==> config.mk <==
export PLATFORM = sky130hd
export DESIGN_NAME = z16_regfile_mp
export DESIGN_NICKNAME = d
export VERILOG_FILES = /design/src/rtl/z16_pkg.sv /design/src/rtl/z16_regfile_clear_seq.sv /design/src/rtl/z16_regfile_mp.sv
export SDC_FILE = /design/constraint.sdc
export NUM_CORES = 1
export LEC_CHECK = 0
export BUFFER_PORTS_ARGS = -buffer_cell sky130_fd_sc_hd__buf_2
export CAP_MARGIN = 20
export CORE_ASPECT_RATIO = 0.75
export CORE_MARGIN = 2
export CORE_UTILIZATION = 56
export CTS_CLUSTER_DIAMETER = 200
export CTS_CLUSTER_SIZE = 25
export DETAILED_ROUTE_END_ITERATION = 16
export PLACE_DENSITY = 0.77
export RECOVER_POWER = 25
export SLEW_MARGIN = 40
export SYNTH_ARGS = -nofsm -noshare
export SYNTH_HDL_FRONTEND = slang
export SYNTH_HIERARCHICAL = 1
export SYNTH_SLANG_ARGS = --single-unit
==> constraint.sdc <==
create_clock -name i_clk -period 4 [get_ports i_clk]
set_input_delay 1.2 -clock i_clk [delete_from_list [all_inputs] [get_ports i_clk]]
set_output_delay 1.2 -clock i_clk [all_outputs]
set_load 0.005 [all_outputs]
==> src/rtl/z16_pkg.sv <==
// Shared constants and state encoding for the Z16 register file.
package z16_pkg;

  localparam int Z16_DATA_W = 16;
  localparam int Z16_ADDR_W = 4;

  typedef enum logic {
    RF_CLEAR = 1'b0,
    RF_READY = 1'b1
  } rf_state_e;

endpackage

==> src/rtl/z16_regfile_clear_seq.sv <==
// Clear sequencer: walks every register entry to zero after reset or on request,
// then holds READY until the next clear request.
module z16_regfile_clear_seq
  import z16_pkg::*;
#(
  parameter int DEPTH  = 16,
  parameter int ADDR_W = Z16_ADDR_W
) (
  input  logic              i_clk,
  input  logic              i_rst,
  input  logic              i_clear,
  output logic              o_clr_we,
  output logic [ADDR_W-1:0] o_clr_addr,
  output logic              o_ready
);

  rf_state_e         state_q, state_d;
  logic [ADDR_W-1:0] clr_idx_q, clr_idx_d;

  // NOTE: sequential state uses non-blocking assignments so every flop samples
  // the pre-edge value of its neighbours, independent of statement order.
  always_ff @(posedge i_clk) begin
    if (i_rst) begin
      state_q   <= RF_CLEAR;
      clr_idx_q <= '0;
    end else begin
      state_q   <= state_d;
      clr_idx_q <= clr_idx_d;
    end
  end

  // NOTE: every output of this block is given a default first, so no path
  // through the case leaves a signal unassigned and no latch is inferred.
  always_comb begin
    state_d   = state_q;
    clr_idx_d = clr_idx_q;
    case (state_q)
      RF_CLEAR: begin
        if (clr_idx_q == ADDR_W'(DEPTH - 1)) begin
          state_d   = RF_READY;
          clr_idx_d = '0;
        end else begin
          clr_idx_d = clr_idx_q + 1'b1;
        end
      end
      RF_READY: begin
        if (i_clear) begin
          state_d   = RF_CLEAR;
          clr_idx_d = '0;
        end
      end
    endcase
  end

  assign o_clr_we   = (state_q == RF_CLEAR);
  assign o_clr_addr = clr_idx_q;
  assign o_ready    = (state_q == RF_READY);

endmodule

==> src/rtl/z16_regfile_mp.sv <==
// Multi-read-port register file: NUM_RD combinational reads, one synchronous write,
// optional hardwired zero entry and optional write-to-read bypass.
module z16_regfile_mp
  import z16_pkg::*;
#(
  parameter int DATA_W   = Z16_DATA_W,
  parameter int DEPTH    = 16,
  parameter int ADDR_W   = Z16_ADDR_W,
  parameter int NUM_RD   = 2,
  parameter int ZERO_REG = 1,
  parameter int BYPASS   = 1
) (
  input  logic                     i_clk,
  input  logic                     i_rst,
  input  logic                     i_clear,
  output logic                     o_ready,
  input  logic [NUM_RD*ADDR_W-1:0] i_rs_addr,
  output logic [NUM_RD*DATA_W-1:0] o_rs_data,
  input  logic [ADDR_W-1:0]        i_rd_addr,
  input  logic                     i_rd_wen,
  input  logic [DATA_W-1:0]        i_rd_data
);

  logic              clr_we;
  logic [ADDR_W-1:0] clr_addr;
  logic              ready;
  logic              port_we;
  logic              wr_is_zero;

  logic [DATA_W-1:0] mem_q [DEPTH];

  z16_regfile_clear_seq #(
    .DEPTH  (DEPTH),
    .ADDR_W (ADDR_W)
  ) u_clear_seq (
    .i_clk      (i_clk),
    .i_rst      (i_rst),
    .i_clear    (i_clear),
    .o_clr_we   (clr_we),
    .o_clr_addr (clr_addr),
    .o_ready    (ready)
  );

  assign wr_is_zero = (ZERO_REG != 0) && (i_rd_addr == '0);
  assign port_we    = ready && i_rd_wen && !i_rst && !wr_is_zero;

  // NOTE: the array has no reset branch; the clear walk defines every entry
  // instead, which keeps the storage a plain RAM-style structure.
  always_ff @(posedge i_clk) begin
    if (clr_we) begin
      mem_q[clr_addr] <= '0;
    end else if (port_we) begin
      mem_q[i_rd_addr] <= i_rd_data;
    end
  end

  // Read lanes: zero entry beats bypass, bypass beats the stored value, and the
  // whole port is masked to zero while the walk is still running.
  for (genvar k = 0; k < NUM_RD; k++) begin : g_rd
    logic [ADDR_W-1:0] addr;
    logic              is_zero;
    logic              hit;

    assign addr    = i_rs_addr[k*ADDR_W +: ADDR_W];
    assign is_zero = (ZERO_REG != 0) && (addr == '0);
    assign hit     = (BYPASS != 0) && ready && i_rd_wen && (i_rd_addr == addr);

    assign o_rs_data[k*DATA_W +: DATA_W] = (!ready || is_zero) ? '0 :
                                           hit                 ? i_rd_data :
                                                                 mem_q[addr];
  end

  assign o_ready = ready;

endmodule
# Yosys cells after proc, flatten, opt, wreduce, memory -nomap -nowiden
# Memory sizes are Yosys's and may differ from the RTL's.
# Index checks and enable logic that the tools add are counted.
# word_totals
register_bits,5
ram_bits,256
input_bits,32
output_inout_bits,33
word_cells,40
n_memories,1
# classes
n_addsub,1
eq_ne,4
n_mux,17
bitwise_logic,1
n_reduce_logical,14
# memory_table
name,words,word_bits,rd,rd_clocked_by_memory_dff,write_ports,line_no,rtl
mem_q,16,16,2,0,1,z16_regfile_mp.sv:30,logic [DATA_W-1:0] mem_q [DEPTH];
# ops
operator,count
16-bit 2-to-1 mux,5
16-bit OR reduction,1
4-bit logical NOT,3
4-bit 2-to-1 mux,3
4-bit equality test,2
4-bit one-hot mux with 2 select lines,1
1-bit 2-to-1 mux,7
1-bit logical AND,5
4-bit by 1-bit adder with 4-bit output (second input constant),1
4-bit equality test (second input constant),1
1-bit logical NOT,3
1-bit logical OR,2
2-bit != test (second input constant),1
1-bit one-hot mux with 2 select lines,1
1-bit NOT,1

# Longest topological paths before layout
# depth
depth_word,8
ltp_mapped,6
ltp_nobuf,5

# Cells and area by module
# Netlist, hierarchy kept.
# modules_own_cells
mod,instances,cells_per_inst,area_each_um2,seq_area_each_um2
z16_regfile_mp,1,645,12345.6,7687.4
z16_regfile_clear_seq,1,29,251.5,100.1

# Worst setup path before layout
# OpenSTA, ideal clock, no wires.
# synth_timing
path_type,input port to flip-flop
start,input port i_rd_addr[1]
end,"memory mem_q[12][0] in the netlist's numbering, enable pin"
setup_time_ns,0.409
arrival_ns,3.473
t_required_ns,3.591
slack_ns,0.117
path_stages,6
n_path_buf,2
path_cell_list,buf_2 -> nor4_4 -> nor3_2 -> buf_2 -> a211o_1 -> nor3_1
# synth_via
elab_chain_cells,8
elab_cells_between_ends,9
cone_classes,5 x mux; 4 x reduce/logical
# synth_rtl
item,line_no,rtl
"start, declared",z16_regfile_mp.sv:19,"input logic [ADDR_W-1:0] i_rd_addr,"
4-bit logical NOT,z16_regfile_mp.sv:44,assign wr_is_zero = (ZERO_REG != 0) && (i_rd_addr == '0);
1-bit logical NOT,z16_regfile_mp.sv:45,assign port_we = ready && i_rd_wen && !i_rst && !wr_is_zero;
1-bit logical AND,z16_regfile_mp.sv:45,
1-bit 2-to-1 mux,z16_regfile_mp.sv:52,end else if (port_we) begin
1-bit 2-to-1 mux,z16_regfile_mp.sv:50,if (clr_we) begin
1-bit 2-to-1 mux (implied by the code),z16_regfile_mp.sv:53,mem_q[i_rd_addr] <= i_rd_data;
16-bit OR reduction (no line),n/a,
4-bit 2-to-1 mux (no line) or 1-bit 2-to-1 mux (tied branches),n/a,
"end, declared",z16_regfile_mp.sv:30,
# Several ways; a longest one is shown, not always the timed one.

# Worst setup path after layout
# layout_timing
start,input port i_rs_addr[4]
end,output port o_rs_data[20]
# layout_via
elab_chain_cells,4
elab_cells_between_ends,7
cone_classes,1 x eq/ne; 2 x mux; 3 x reduce/logical; 1 x memory
# layout_rtl
item,line_no,rtl
"start, declared",z16_regfile_mp.sv:17,"input logic [NUM_RD*ADDR_W-1:0] i_rs_addr,"
"parallel branches: the longest is 3 deep, another holds memory 16 x 16 bit",n/a,
16-bit 2-to-1 mux *,z16_regfile_mp.sv:68,assign o_rs_data[k*DATA_W +: DATA_W] = (!ready || is_zero) ? '0 :
"end, declared",z16_regfile_mp.sv:18,"output logic [NUM_RD*DATA_W-1:0] o_rs_data,"
# Every way passes the cells marked *.

==> metrics <==
run status finished clean; Die Area 23720 sq um; static leakage 0.005258 uW; design internal power 3963 uW; CTS H-tree lvls 1; global routing met1 resource utilization 0.4195; Multi-input gate area 4561 sq um; commonest non-fill, non-tap cell in the layout sky130_fd_sc_hd__edfxtp_1; final critical path time including I/O delays and setup 3926 ps; pins over their slew limit 0; Critical path destination o_rs_data[20]; number of buffers added on ports 64; global-route wire length before repair 51270 microns; top cell type's share of synthesized area 0.6103; Syn. warnings 6; Core Region 22050 sq um; WP data required 2800 ps; met2 Use GR 0.4676; final net count 809; clock transition time at the flip-flop clock pins of the worst setup and hold paths 100 ps; count of fill cells added during filler insertion 1497; CP max-delay cell sky130_fd_sc_hd__mux4_2; commonest cells after routing, fill and taps aside 256 x sky130_fd_sc_hd__edfxtp_1, 128 x sky130_fd_sc_hd__mux4_2, 60 x sky130_fd_sc_hd__buf_2, 57 x sky130_fd_sc_hd__a22oi_1, 37 x sky130_fd_sc_hd__nand2_1; post-synthesis cell type count 47; layout cells sized above 1 0.3636; initial antenna violation count 0; cell type contributing the most total cell area after synthesis sky130_fd_sc_hd__edfxtp_1; Cell Pwr Density 360.0 nW/um^2; Synth Net Count 707; worst reg2reg startpoint u_clear_seq/o_ready; final standard cell area without fillers 14260 sq um; overall via count from detail_route 7795; proportion of total power due to net switching 0.2282; number of placed I/O pins 65; number of DRC markers in iteration 0 1181; synthesis-to-layout area growth 13.24%; Tot GR Track Use 0.3002; delay of the slowest critical-path stage 480 ps; setup repair after global routing missed its margin no; number of diodes 0; FF-to-FF setup slack 480 ps; Worst VDD drop 0.3362 mV; flip-flop cell with the highest count after synthesis sky130_fd_sc_hd__edfxtp_1; x dimension of the die 177.2 microns; top post-synthesis cells by area sky130_fd_sc_hd__edfxtp_1 61%, sky130_fd_sc_hd__mux4_2 23%, sky130_fd_sc_hd__a22oi_1 3.8%; number of standard cells after synthesis 674; register share of total power 0.597; hold path start u_clear_seq/o_clr_addr[2]; worst setup path startpoint i_rs_addr[4]; Final Hold Violating Endpoints 0; most congested layer reported by global routing met2; largest net degree at the start of global routing 41; number of cells on the critical path 8; final core area utilization 0.6469; actual transition at the worst max-transition pin 1394 ps; met3 Track Usage GR 0.06264; Clk pwr share 0.301; die height 133.9 microns; critical path data arrival time 2730 ps; sum of routed wire length over all layers 34890 microns; number of flops mapped to enable cells by yosys 256; Critical Path Start Type primary input; cells along the critical path buf_12 > buf_16 > buf_4 > mux4_2 > a22oi_1 > nand2_1 > a22o_1 > buf_2; Final GP Congestion 0.8340; Final ANT Viol Nets 0; Row Count 47; Num Clock Sinks 261; share of total power in combinational logic 0.102; later-pin clock latency in the skew report 480 ps; hold-critical path depth 2; share of synthesized registers carrying an async set or reset 0; via count of the first global-routing pass 8057; average wire per cell in the routed design 32.45 microns; logic depth of the worst register-to-register path 4; Top Family by Delay on Critical Path buffers and inverters; category of the worst setup path capture point output pin; # Max-Cap Violations 0; path class of the lowest-slack min-delay path reg -> reg; #FFs+latches synth 261; maximum clock frequency 254.7 MHz; net switching component of the power 1172 uW; starting utilization of the core area 0.5712; routed vias/inst 7.251; remaining global-route overflow 0; number of buffer and inverter stages on the critical path 4; worst setup skew after layout 15.26 ps; total cell area at the placement stage 13760 sq um; # setup viols final 0; root buffer cell sky130_fd_sc_hd__clkbuf_16; synthesized area 12600 sq um; Max Root-Sink Buffers 3; Reg area 7787 sq um; Slew headroom 0.07082; number of CTS-inserted buffers 14; mean instance size in the synthesized netlist 18.69 sq um; clock tree from TritonCTS yes; critical path class in -> out; total power 5135 uW; DRC violations left 0; fraction of the yosys area taken by sequential cells 0.6182; capture instance of the worst register-to-register path mem_q[2][5]; Final period util 0.9816; biggest fanout along the worst timing path 16; placed wire-length estimate 20980 microns; first-pass iteration count of the detailed router 5
power by group through the flow:
stage	clock (uW)	sequential, uW	combinational, uW
global placement	0	3120	487
floorplan	0	3110	302
finish	1540	3070	525
detailed placement	0	3120	500
CTS	1550	3060	509
global route	1650	3070	546
state kept, by name, indices dropped and copies added, names as in the netlist:
register,count
mem_q,256
u_clear_seq/o_ready,1
u_clear_seq/o_clr_addr,4
per-layer routing:
metal / up-vias / wire length, microns
li1: 3107 / -
met1: 3908 / 12270
met2: 658 / 16230
met3: 122 / 4610
met4: 0 / 1780
met5: - / 0
cells by family (layout without fill, tap and decap cells):
group | after synthesis | after routing | synth area share
flip-flops | 261 | 261 | 0.6182
multiplexers | 128 | 128 | 0.2288
AO/OA/AOI/OAI | 121 | 121 | 0.07827
AND/OR/NAND/NOR | 102 | 102 | 0.04519
buffers and inverters | 53 | 160 | 0.02235
XOR/XNOR | 8 | 8 | 0.006159
adder cells (fa/ha/maj) | 1 | 1 | 0.0009931
cell type report:
type / count / area share
clock inverter: 1 / 0.001140
timing repair buffer: 135 / 0.07877
inverter: 4 / 0.001053
sequential: 261 / 0.5459
tap: 294 / 0.02579
clock buffer: 20 / 0.02763
multi-input combinational: 360 / 0.3197
how the worst min path moves through the flow:
| stage | end | slack, ps |
|---|---|---|
| 2_1_floorplan | u_clear_seq/o_clr_addr[2] | 480 |
| 3_3_place_gp | u_clear_seq/o_clr_addr[2] | 510 |
| 3_5_place_dp | u_clear_seq/o_clr_addr[2] | 530 |
| 4_1_cts | u_clear_seq/o_clr_addr[2] | 550 |
| 5_1_grt | u_clear_seq/o_clr_addr[2] | 590 |
| 6_report | u_clear_seq/o_clr_addr[2] | 570 |
synth_stat cells (6+ instances only):
library cell / count
sky130_fd_sc_hd__edfxtp_1: 256
sky130_fd_sc_hd__nand2_1: 37
sky130_fd_sc_hd__buf_1: 10
sky130_fd_sc_hd__and2_1: 19
sky130_fd_sc_hd__buf_4: 9
sky130_fd_sc_hd__a22oi_1: 64
sky130_fd_sc_hd__clkbuf_1: 16
sky130_fd_sc_hd__nor3_1: 8
sky130_fd_sc_hd__xnor2_1: 6
sky130_fd_sc_hd__and3_1: 9
sky130_fd_sc_hd__buf_2: 9
sky130_fd_sc_hd__nor2_1: 9
sky130_fd_sc_hd__a22o_1: 32
sky130_fd_sc_hd__mux4_2: 128
stage by stage:
step                      setup TNS, ps  setup slack, ps  hold slack, ps  std cells
after floorplan                       0            117.5           481.5        674
after global placement           -262.1           -53.28           513.4       1046
after detailed placement         -631.4           -77.68           533.9       1046
after CTS                             0            14.08           548.5       1068
after global routing                  0            15.80           591.0       1075
final                                 0            73.52           566.3       1075
worst reg2reg max path, delay by kind of cell, from the launching register on:
kind / cells / cell delay, ps
AND/OR/NAND/NOR: 3 / 1500
buffers and inverters: 1 / 1080
flip-flops: 1 / 670
timing repair:
item / CTS / global route
resized for setup: 4 / 14
hold endpoints to repair: 0 / 0
pin swaps: 0 / 1
setup buffers: 0 / 5
setup endpoints to repair: 19 / 20
gates cloned: 1 / 2
hold buffers: 0 / 0
Note: power is estimated with default switching activity, not from simulation.
